===== config.mk =====
export PLATFORM = sky130hd
export DESIGN_NAME = alu_decode_stage
export DESIGN_NICKNAME = d
export VERILOG_FILES = /design/src/rtl/alu_decode_stage.sv
export SDC_FILE = /design/constraint.sdc
export NUM_CORES = 1
export LEC_CHECK = 0
export ABC_AREA = 0
export CAP_MARGIN = 5
export CORE_ASPECT_RATIO = 0.75
export CORE_MARGIN = 2
export CORE_UTILIZATION = 46
export DETAILED_ROUTE_END_ITERATION = 10
export MAX_ROUTING_LAYER = met4
export PLACE_DENSITY = 0.85
export SLEW_MARGIN = 15
export SYNTH_ARGS = -nofsm -noshare
export SYNTH_HDL_FRONTEND = slang
export SYNTH_SLANG_ARGS = --single-unit

===== constraint.sdc =====
create_clock -name clk -period 4.06 [get_ports clk]
set_clock_uncertainty 0.1 [all_clocks]
set_input_delay 1.218 -clock clk [delete_from_list [all_inputs] [get_ports clk]]
set_output_delay 1.218 -clock clk [all_outputs]
set_load 0.005 [all_outputs]

===== src/rtl/alu_decode_stage.sv =====
// RV32I decode stage: one registered entry behind a valid/ready handshake.
// Each instruction is turned into an ALU op code, operand selects, an immediate and register indices.

package alu_decode_pkg;

  typedef enum logic [3:0] {
    ALU_ADD  = 4'b0000,
    ALU_SLL  = 4'b0001,
    ALU_SLT  = 4'b0010,
    ALU_SLTU = 4'b0011,
    ALU_XOR  = 4'b0100,
    ALU_SRL  = 4'b0101,
    ALU_OR   = 4'b0110,
    ALU_AND  = 4'b0111,
    ALU_SUB  = 4'b1000,
    ALU_SRA  = 4'b1101
  } alu_op_e;

  localparam logic [6:0] OPC_OP     = 7'b0110011;
  localparam logic [6:0] OPC_OP_IMM = 7'b0010011;
  localparam logic [6:0] OPC_LUI    = 7'b0110111;
  localparam logic [6:0] OPC_AUIPC  = 7'b0010111;
  localparam logic [6:0] OPC_LOAD   = 7'b0000011;
  localparam logic [6:0] OPC_STORE  = 7'b0100011;
  localparam logic [6:0] OPC_BRANCH = 7'b1100011;

endpackage

module alu_decode_stage
  import alu_decode_pkg::*;
#(
  parameter int XLEN = 32
) (
  input  logic            clk,
  input  logic            rst_n,
  input  logic            flush,
  input  logic            in_valid,
  output logic            in_ready,
  input  logic [31:0]     in_instr,
  input  logic [XLEN-1:0] in_pc,
  output logic            out_valid,
  input  logic            out_ready,
  output logic [3:0]      alu_op,
  output logic            src_a_pc,
  output logic            src_b_imm,
  output logic [XLEN-1:0] imm,
  output logic [4:0]      rs1,
  output logic [4:0]      rs2,
  output logic [4:0]      rd,
  output logic            reg_write,
  output logic            illegal,
  output logic [XLEN-1:0] out_pc
);

  typedef struct packed {
    logic            illegal;
    logic            reg_write;
    logic            src_a_pc;
    logic            src_b_imm;
    alu_op_e         alu_op;
    logic [XLEN-1:0] imm;
    logic [4:0]      rs1;
    logic [4:0]      rs2;
    logic [4:0]      rd;
    logic [XLEN-1:0] pc;
  } entry_t;

  entry_t dec;
  entry_t q;
  logic   valid_q;
  logic   accept;

  logic [6:0]  opcode;
  logic [2:0]  funct3;
  logic [6:0]  funct7;
  logic [31:0] imm_i, imm_s, imm_b, imm_u;

  function automatic logic [XLEN-1:0] sext(input logic [31:0] v);
    return XLEN'($signed(v));
  endfunction

  assign opcode = in_instr[6:0];
  assign funct3 = in_instr[14:12];
  assign funct7 = in_instr[31:25];

  assign imm_i = {{20{in_instr[31]}}, in_instr[31:20]};
  assign imm_s = {{20{in_instr[31]}}, in_instr[31:25], in_instr[11:7]};
  assign imm_b = {{19{in_instr[31]}}, in_instr[31], in_instr[7], in_instr[30:25],
                  in_instr[11:8], 1'b0};
  assign imm_u = {in_instr[31:12], 12'b0};

  always_comb begin
    // NOTE: every field gets a default first, so no opcode path can leave a latch behind.
    dec        = '0;
    dec.alu_op = ALU_ADD;
    dec.rs1    = in_instr[19:15];
    dec.rs2    = in_instr[24:20];
    dec.rd     = in_instr[11:7];
    dec.pc     = in_pc;

    case (opcode)
      OPC_OP: begin
        dec.reg_write = 1'b1;
        if (funct7 == 7'b0000000)
          dec.alu_op = alu_op_e'({1'b0, funct3});
        else if (funct7 == 7'b0100000 && (funct3 == 3'b000 || funct3 == 3'b101))
          dec.alu_op = alu_op_e'({1'b1, funct3});
        else
          dec.illegal = 1'b1;
      end
      OPC_OP_IMM: begin
        dec.reg_write = 1'b1;
        dec.src_b_imm = 1'b1;
        dec.imm       = sext(imm_i);
        case (funct3)
          3'b001:  if (funct7 == 7'b0000000) dec.alu_op = ALU_SLL;
                   else dec.illegal = 1'b1;
          3'b101:  if (funct7 == 7'b0000000) dec.alu_op = ALU_SRL;
                   else if (funct7 == 7'b0100000) dec.alu_op = ALU_SRA;
                   else dec.illegal = 1'b1;
          // Non-shift immediates carry no funct7, so bit 30 never selects SUB.
          default: dec.alu_op = alu_op_e'({1'b0, funct3});
        endcase
      end
      OPC_LUI: begin
        dec.reg_write = 1'b1;
        dec.src_b_imm = 1'b1;
        dec.rs1       = 5'd0;
        dec.imm       = sext(imm_u);
      end
      OPC_AUIPC: begin
        dec.reg_write = 1'b1;
        dec.src_a_pc  = 1'b1;
        dec.src_b_imm = 1'b1;
        dec.imm       = sext(imm_u);
      end
      OPC_LOAD: begin
        dec.reg_write = 1'b1;
        dec.src_b_imm = 1'b1;
        dec.imm       = sext(imm_i);
      end
      OPC_STORE: begin
        dec.src_b_imm = 1'b1;
        dec.imm       = sext(imm_s);
      end
      OPC_BRANCH: begin
        dec.imm = sext(imm_b);
        case (funct3[2:1])
          2'b00:   dec.alu_op = ALU_SUB;
          2'b10:   dec.alu_op = ALU_SLT;
          2'b11:   dec.alu_op = ALU_SLTU;
          default: dec.illegal = 1'b1;
        endcase
      end
      default: dec.illegal = 1'b1;
    endcase

    if (dec.illegal) begin
      dec.alu_op    = ALU_ADD;
      dec.reg_write = 1'b0;
    end
    if (dec.rd == 5'd0) dec.reg_write = 1'b0;
  end

  assign in_ready = !valid_q || out_ready;
  assign accept   = in_valid && in_ready && !flush;

  always_ff @(posedge clk or negedge rst_n) begin
    if (!rst_n) begin
      valid_q <= 1'b0;
      q       <= '0;
    end else begin
      // NOTE: non-blocking so the held entry and valid flag all change together at the edge.
      if (flush)          valid_q <= 1'b0;
      else if (accept) begin
        valid_q <= 1'b1;
        q       <= dec;
      end
      else if (out_ready) valid_q <= 1'b0;
    end
  end

  assign out_valid = valid_q;
  assign alu_op    = q.alu_op;
  assign src_a_pc  = q.src_a_pc;
  assign src_b_imm = q.src_b_imm;
  assign imm       = q.imm;
  assign rs1       = q.rs1;
  assign rs2       = q.rs2;
  assign rd        = q.rd;
  assign reg_write = q.reg_write;
  assign illegal   = q.illegal;
  assign out_pc    = q.pc;

endmodule


; ---- After elaboration in Yosys (flattened, before gate mapping)
; Cells that the tools add are included.
[totals]
register_bits = 88
in_bits = 69
output_inout_bits = 89
word_cells = 70
[op_classes]
eq_ne = 12
mux = 27
bitwise_logic = 1
reduce_logical = 19
[op_table]
columns = cell, n
row1 = 32-bit one-hot mux with 4 select lines, 1
row2 = 7-bit by 6-bit equality test with 1-bit output (second input constant), 4
row3 = 4-bit one-hot mux with 3 select lines, 2
row4 = 4-bit two-way mux, 5
row5 = 1-bit two-way mux, 15
row6 = 7-bit by 5-bit equality test with 1-bit output (second input constant), 2
row7 = 5-bit OR reduction, 2
row8 = 4-bit one-hot mux with 2 select lines, 1
row9 = 7-bit by 2-bit equality test with 1-bit output (second input constant), 1
row10 = 7-bit equality test (second input constant), 1
row11 = 7-bit logical NOT, 1
row12 = 5-bit logical NOT, 1
row13 = 5-bit two-way mux, 1
row14 = 2-bit equality test (second input constant), 2
row15 = 1-bit one-hot mux with 4 select lines, 1
row16 = 2-bit OR reduction, 2
row17 = 4-bit OR reduction, 1
row18 = 3-bit by 1-bit equality test with 1-bit output (second input constant), 1
row19 = 3-bit equality test (second input constant), 1
row20 = 1-bit logical AND, 3
row21 = 3-bit logical NOT, 1
row22 = 3-bit nonzero test, 1
row23 = 3-bit OR reduction, 1
row24 = 1-bit logical NOT, 2
row25 = other kinds (5), 6

; ---- Depth between registers and ports, before layout
; Gate-level depths: netlist (run 1).
[logic_depth]
depth_word = 8
ltp_mapped = 8

; ---- Least setup slack after synthesis (run 1)
; OpenSTA, ideal clock, no wires.
[synth_path]
path_kind = input to output
start = input port out_ready
end = output port in_ready
arrival_time_ns = 1.453
required_time_ns = 2.742
path_slack_ns = 1.289
stages = 2
path_buffers = 0
cell_sequence = nor2b_1 inv_2
[synth_between]
elab_chain_len = 1
[synth_rtl]
columns = element, line_no
row1 = "start, declared", 42  ; input logic out_ready,
row2 = 1-bit logical OR, 165  ; assign in_ready = !valid_q || out_ready;
row3 = "end, declared", 38  ; output logic in_ready,
; No other way between the ends.

; ---- Final worst setup path (run 1)
; Same ends and word-level chain as after synthesis.

==> results.py, run 1 <==
metrics = {
    "job": {
        "maxCapViolCount": 0,
    },
    "timing": {
        "fin_crit_ns": 3.69,
        "worst_slack_ns": 0.367,
        "fmax_mhz": 271,
        "drv_slew": 0,
        "fin_crit_sh": 0.910,
        "tns_ns": 0,
        "rsz0062_at_grt": "no",
        "maxSlewHeadroom": 0.476,
        "finalSetupViolCount": 0,
        "hold_viol": 0,
        "tightest_slew_ns": 0.785,
    },
    "cts": {
        "cts_resized": 0,
        "cts_tree": "yes",
        "postCtsSetupBuffers": 0,
        "clk_path_buf_depth": 2,
        "h-tree-depth": 3,
        "cts_buffers": 9,
        "clk_latency_ns": 0.35,
        "path_clk_slew_ns": 0.09,
        "holdBufCountCts": 0,
        "cts.sinks": 88,
        "cts-root-buf": "clkbuf_8",
    },
    "floorplan": {
        "die_x_um": 110,
        "core_area_mm2": 0.00802,
        "die_h_um": 83.3,
        "dieArea_mm2": 0.00915,
        "io_pins": 158,
        "start_util": 0.481,
        "fp-row-count": 28,
    },
    "placement": {
        "place_ws_ns": 0.356,
        "dp_cells": 664,
        "port_buffers": 157,
        "gp_congestion": 0.876,
        "dp_hpwl_mm": 7.59,
        "place_area_mm2": 0.00548,
    },
    "synth": {
        "syn_area_mm2": 0.00386,
        "ys_seq_area_frac": 0.570,
        "ys_seq_elements": 88,
        "ys_types": 40,
        "syn_nets": 494,
        "yosysWarningCount": 0,
        "synthCells": 425,
        "synth_area_per_cell_um2": 9.09,
    },
    "min_path": {
        "hold_path.class": "register to register",
    },
    "route": {
        "wire_per_inst_um": 15.5,
        "vias": 3532,
        "viasPerCell": 5.19,
        "ant_nets": 0,
        "dr.pass1.iters": 4,
        "dr.first_iter.drc_count": 148,
        "drc": 0,
        "routed_wl_mm": 10.6,
    },
    "critical_path": {
        "reg2reg_to": "imm[31]$_DFFE_PN0P_",
        "startpoint": "out_ready",
        "crit_fanout": 3,
        "endpoint": "in_ready",
        "cp-start-kind": "input port",
        "endpoint_kind": "primary output",
        "critPathRequiredTime_ns": 2.74,
        "critPathKind": "input port to primary output",
        "rrSetupSlack_ns": 2.14,
        "rr_startpoint": "out_valid$_DFFE_PN0P_",
        "arrival_ns": 2.38,
        "reg2reg_depth": 5,
    },
    "global_routing": {
        "grt_usage": 0.249,
        "grt_pass1_vias": 3437,
        "antenna_found_initial": 0,
        "grt_pass1_wl_mm": 17.4,
        "grt_overflow": 0,
        "grt_start_max_net_pins": 109,
    },
    "status": {
        "status": "completed",
    },
    "cells_and_area": {
        "final_area_mm2": 0.00567,
        "final_layout_size_suffix_gt1_frac": 0.0504,
        "syn2layout_area_growth_pct": 47.0,
        "antenna_cells": 0,
        "nNetsFinal": 639,
        "fin_cells": 680,
    },
    "pwr": {
        "ir_drop_v": 0.000234,
        "power_leakage_nw": 2.58,
        "power_mw": 2.00,
        "powerDensity_mw_per_mm2": 353,
    },
}
[per-layer routing]
layer | GRT usage | share of wire | vias up
met5 | - | 0 | -
met4 | 0.0552 | 0.0091 | 0
met3 | 0.0557 | 0.078 | 7
met2 | 0.377 | 0.47 | 150
met1 | 0.344 | 0.45 | 1680
li1 | - | - | 1695
[metrics by stage]
step	util	hold WS, ns
floorplan	-	0.363
global placement	0.683	0.353
detailed placement	0.683	0.357
CTS	0.707	0.378
global route	0.707	0.401
finish	0.707	0.377
[Yosys cell counts, drive strengths merged]
| cell | instances | area share |
|---|---|---|
| nand2 | 170 | 0.17 |
| dfrtp | 88 | 0.57 |
| o21ai | 26 | 0.034 |
| buf | 21 | 0.028 |
| nor2 | 21 | 0.020 |
| a21oi | 20 | 0.026 |
| a22o | 11 | 0.025 |
| nand3 | 10 | 0.013 |
| clkbuf | 7 | 0.0068 |
| a221oi | 5 | 0.011 |
| and3 | 4 | 0.0065 |
| inv | 4 | 0.0039 |
| nor2b | 4 | 0.0065 |
| nor3 | 4 | 0.0052 |
| and2 | 3 | 0.0049 |
| nor4 | 3 | 0.013 |
| o21a | 3 | 0.0058 |
| a21o | 2 | 0.0039 |
| and3b | 2 | 0.0045 |
| nand2b | 2 | 0.0032 |
| a2111oi | 1 | 0.0023 |
| a211o | 1 | 0.0023 |
| a31oi | 1 | 0.0016 |
| a32oi | 1 | 0.0023 |
| and2b | 1 | 0.0019 |
| nand3b | 1 | 0.0019 |
| nor3b | 1 | 0.0019 |
| nor4bb | 1 | 0.0065 |
| o2111ai | 1 | 0.0068 |
| o221a | 1 | 0.0052 |
| o311ai | 1 | 0.0023 |
| o32ai | 1 | 0.0023 |
| or3 | 1 | 0.0016 |
| or4 | 1 | 0.0019 |
| xor2 | 1 | 0.0023 |
[cell type report]
| class | count | area (um^2) |
|---|---|---|
| timing repair buffer | 162 | 1620 |
| inverter | 4 | 15.0 |
| clock buffer | 10 | 138 |
| tap | 105 | 131 |
| multi-input combinational | 305 | 1510 |
| fill | 608 | 2350 |
| clock inverter | 6 | 51.3 |
| sequential | 88 | 2200 |
[cells in the final DEF, fill, tap and decap left out, types with 2 or more instances in the layout]
cell | synthesis | final
o21ai_0 | 12 | 12
inv_6 | 0 | 2
nand3_1 | 10 | 10
dfrtp_1 | 88 | 88
a221oi_1 | 5 | 5
clkinv_4 | 0 | 2
clkdlybuf4s50_1 | 0 | 156
nand2b_1 | 2 | 2
clkbuf_8 | 0 | 10
o21ai_1 | 14 | 14
and2_1 | 3 | 3
a21o_1 | 2 | 2
a21oi_1 | 20 | 20
nand2_1 | 170 | 170
and3_1 | 4 | 4
nor2b_1 | 4 | 4
buf_4 | 3 | 4
a22o_1 | 11 | 11
nor3_1 | 4 | 4
and3b_1 | 2 | 2
inv_1 | 3 | 3
nor4_4 | 2 | 2
o21a_1 | 3 | 3
nor2_1 | 21 | 21
[worst max-delay path: stages]
cell             delay (ns)
clkdlybuf4s50_1        0.40
nor2b_1                0.25
inv_2                  0.06
clkdlybuf4s50_1        0.44
[registers in the layout, summed over array words and instances, names as in the netlist]
signal / count
alu_op: 4
illegal: 1
imm: 32
out_pc: 32
out_valid: 1
rd: 5
reg_write: 1
rs1: 5
rs2: 5
src_a_pc: 1
src_b_imm: 1
[cell families (layout without fill, tap and decap cells)]
group	Yosys count	in the layout	share of synthesized area
and+or+nand+nor	229	229	0.258
DFF	88	88	0.570
AOI/OAI and AO/OA	75	75	0.131
buffers and inverters	32	182	0.0389
xor gates and xnor gates	1	1	0.00227
[report_power, final]
part	leakage, nW	internal [mW]	switching [mW]
combinational	1.35	0.244	0.174
sequential	1.14	0.958	0.0449
clock	0.0992	0.249	0.333
[worst min-delay path by stage]
| stage | start | endpoint | slack (ns) | depth (start not counted) |
|---|---|---|---|---|
| after detailed placement | imm[31]$_DFFE_PN0P_ | imm[31]$_DFFE_PN0P_ | 0.36 | 2 |
| after floorplan | imm[31]$_DFFE_PN0P_ | imm[31]$_DFFE_PN0P_ | 0.36 | 2 |
| after global placement | imm[31]$_DFFE_PN0P_ | imm[31]$_DFFE_PN0P_ | 0.35 | 2 |
| final | imm[31]$_DFFE_PN0P_ | imm[31]$_DFFE_PN0P_ | 0.38 | 2 |
| after global routing | out_pc[4]$_DFFE_PN0P_ | out_pc[4]$_DFFE_PN0P_ | 0.40 | 2 |
| after CTS | rs1[3]$_DFFE_PN0P_ | rs1[3]$_DFFE_PN0P_ | 0.38 | 2 |
(Power assumes the default switching activity.)
==> run 2, diff against run 1 <==
--- a/config.mk
+++ b/config.mk
@@ -7,12 +7,14 @@
 export LEC_CHECK = 0
 export ABC_AREA = 0
 export CAP_MARGIN = 5
+export CELL_PAD_IN_SITES_DETAIL_PLACEMENT = 1
+export CELL_PAD_IN_SITES_GLOBAL_PLACEMENT = 1
 export CORE_ASPECT_RATIO = 0.75
 export CORE_MARGIN = 2
-export CORE_UTILIZATION = 46
+export CORE_UTILIZATION = 34
+export CTS_CLUSTER_DIAMETER = 200
 export DETAILED_ROUTE_END_ITERATION = 10
-export MAX_ROUTING_LAYER = met4
-export PLACE_DENSITY = 0.85
+export PLACE_DENSITY_LB_ADDON = 0.1
 export SLEW_MARGIN = 15
 export SYNTH_ARGS = -nofsm -noshare
 export SYNTH_HDL_FRONTEND = slang
==> run 2 against run 1 <==
  * Setup slack got worse by 0.046 ns
  * Power increased by 17%
  * Via count increased by 0.88%
  * Clock power increased by 57%
  * Critical path depth unchanged
  * Register-to-register slack about the same
  * Combinational power increased by 2%
  * Fmax decreased by 1.2%
==> results.py, run 2 (synthesized netlist as in run 1, its figures left out) <==
metrics = {
    "floorplan": {
        "dieArea_mm2": 0.0122,
        "die_x_um": 127,
        "die_h_um": 96.3,
        "core_area_mm2": 0.0110,
        "start_util": 0.352,
        "io_pins": 158,
        "fp-row-count": 33,
    },
    "cts": {
        "postCtsSetupBuffers": 0,
        "h-tree-depth": 3,
        "holdBufCountCts": 0,
        "cts_tree": "yes",
        "cts_buffers": 9,
        "cts-root-buf": "clkbuf_16",
        "clk_latency_ns": 0.33,
        "clk_path_buf_depth": 2,
        "cts.sinks": 88,
        "path_clk_slew_ns": 0.06,
        "cts_resized": 0,
    },
    "cells_and_area": {
        "fillers": 1259,
        "syn2layout_area_growth_pct": 52.2,
        "nNetsFinal": 643,
        "antenna_cells": 0,
        "post-route-util": 0.535,
        "layout_common_cells": "nand2_1, clkdlybuf4s50_1, dfrtp_1",
        "final_layout_size_suffix_gt1_frac": 0.0553,
        "final_area_mm2": 0.00588,
        "mostFrequentLayoutCell": "nand2_1",
    },
    "route": {
        "routed_wl_mm": 12.3,
        "dr.pass1.iters": 4,
        "wire_per_inst_um": 17.1,
        "vias": 3563,
        "ant_nets": 0,
        "viasPerCell": 4.96,
        "dr.first_iter.drc_count": 110,
        "drc": 0,
    },
    "pwr": {
        "combPwrFrac": 0.182,
        "p_switching_mw": 0.570,
        "seqPwrFrac": 0.428,
        "p_sw_frac": 0.243,
        "ir_drop_v": 0.000227,
        "clkPwrFrac": 0.390,
        "powerDensity_mw_per_mm2": 400,
        "power_leakage_nw": 2.65,
        "p_int_mw": 1.78,
    },
    "placement": {
        "place_area_mm2": 0.00554,
        "port_buffers": 157,
        "gp_congestion": 0.786,
        "dp_hpwl_mm": 8.78,
    },
    "global_routing": {
        "grt_start_max_net_pins": 75,
        "grt_pass1_wl_mm": 19.7,
        "grt_pass1_vias": 3738,
        "grt_usage": 0.208,
        "antenna_found_initial": 0,
        "grt_overflow": 0,
    },
    "job": {
        "maxCapViolCount": 0,
    },
    "critical_path": {
        "slowest_delay_ns": 0.46,
        "critPathKind": "input port to primary output",
        "cp_common_cell": "clkdlybuf4s50_1",
        "endpoint_kind": "primary output",
        "crit_fanout": 3,
        "worst-path-buf-inv": 3,
        "cp-start-kind": "input port",
        "arrival_ns": 2.42,
        "crit_chain": "clkdlybuf4s50_1 > nor2b_1 > inv_2 > clkdlybuf4s50_1",
        "critPathRequiredTime_ns": 2.74,
        "crit_slowest_cell": "clkdlybuf4s50_1",
        "critPathTopFamily": "buffers and inverters",
    },
    "status": {
        "status": "completed",
    },
    "timing": {
        "fmax_mhz": 267,
        "rsz0062_at_grt": "no",
        "tightest_slew_ns": 0.945,
        "maxSlewHeadroom": 0.370,
        "fin_crit_sh": 0.921,
        "drv_slew": 0,
        "fin_crit_ns": 3.74,
        "hold_viol": 0,
        "finalSetupViolCount": 0,
        "tns_ns": 0,
    },
    "min_path": {
        "hold_path.class": "register to register",
    },
}
-- run 2: cell count changes in the layout (fill, tap and decap cells not counted), sizes merged --
cell      delta
buf          +4
inv          -3
bufinv       +2
clkbuf       +2
clkinv       -2
clkinvlp     +1
-- run 2: path summary, 6_finish.rpt --
path	slack, ns	to	cells after the start	start
max	0.32	in_ready	4	out_ready
min	0.37	rs1[4]$_DFFE_PN0P_	2	rs1[4]$_DFFE_PN0P_
max reg2reg	2.13	imm[31]$_DFFE_PN0P_	5	out_valid$_DFFE_PN0P_
min reg2reg	0.37	rs1[4]$_DFFE_PN0P_	2	rs1[4]$_DFFE_PN0P_
max in group asynchronous	2.14	out_pc[20]$_DFFE_PN0P_	2	rst_n
min in group asynchronous	0.92	imm[27]$_DFFE_PN0P_	1	rst_n
-- run 2: final cells by class --
cell class	count	area [um^2]	area share
multi-input combinational	305	1510	0.258
inverter	4	15.0	0.00256
tap	140	175	0.0298
clock inverter	4	76.3	0.0130
sequential	88	2200	0.375
clock buffer	12	256	0.0437
timing repair buffer	166	1640	0.279
-- run 2: metrics by stage --
step                      setup slack [ns]  hold WS (ns)  std cells  total power, mW
after floorplan                       1.29         0.363        425             1.14
after global routing                 0.238         0.394        719             2.47
after detailed placement             0.322         0.357        703             1.45
after global placement               0.388         0.354        703             1.44
final                                0.321         0.368        719             2.35
after CTS                            0.324         0.372        719             2.38
-- run 2: routing by layer --
metal  track usage  vias up  part of all wire
met5             0        -                 0
met4        0.0495        0            0.0085
met3        0.0684       10             0.078
met2         0.340       98              0.46
met1         0.272     1754              0.45
li1              -     1701                 -
-- run 2: power groups by stage --
stage	Clock, mW	Combinational (mW)	Sequential, mW
after floorplan	0	0.118	1.02
after global placement	0	0.423	1.02
after detailed placement	0	0.433	1.02
after CTS	0.941	0.437	1.01
after global routing	0.978	0.474	1.02
final	0.916	0.428	1.00
-- run 2: worst reg2reg max path, delay by kind of cell, from the launching register on --
family | cells | cell delay (ns)
compound gates | 1 | 0.26
buf+inv | 1 | 0.55
flops | 1 | 0.38
simple gates | 3 | 0.57
==> run 3, diff against run 2 <==
--- a/config.mk
+++ b/config.mk
@@ -19,3 +19,4 @@
 export SYNTH_ARGS = -nofsm -noshare
 export SYNTH_HDL_FRONTEND = slang
 export SYNTH_SLANG_ARGS = --single-unit
+export TNS_END_PERCENT = 1
==> results of run 3 <==
No change in the layout: final DEF, timing and power equal those of run 2.
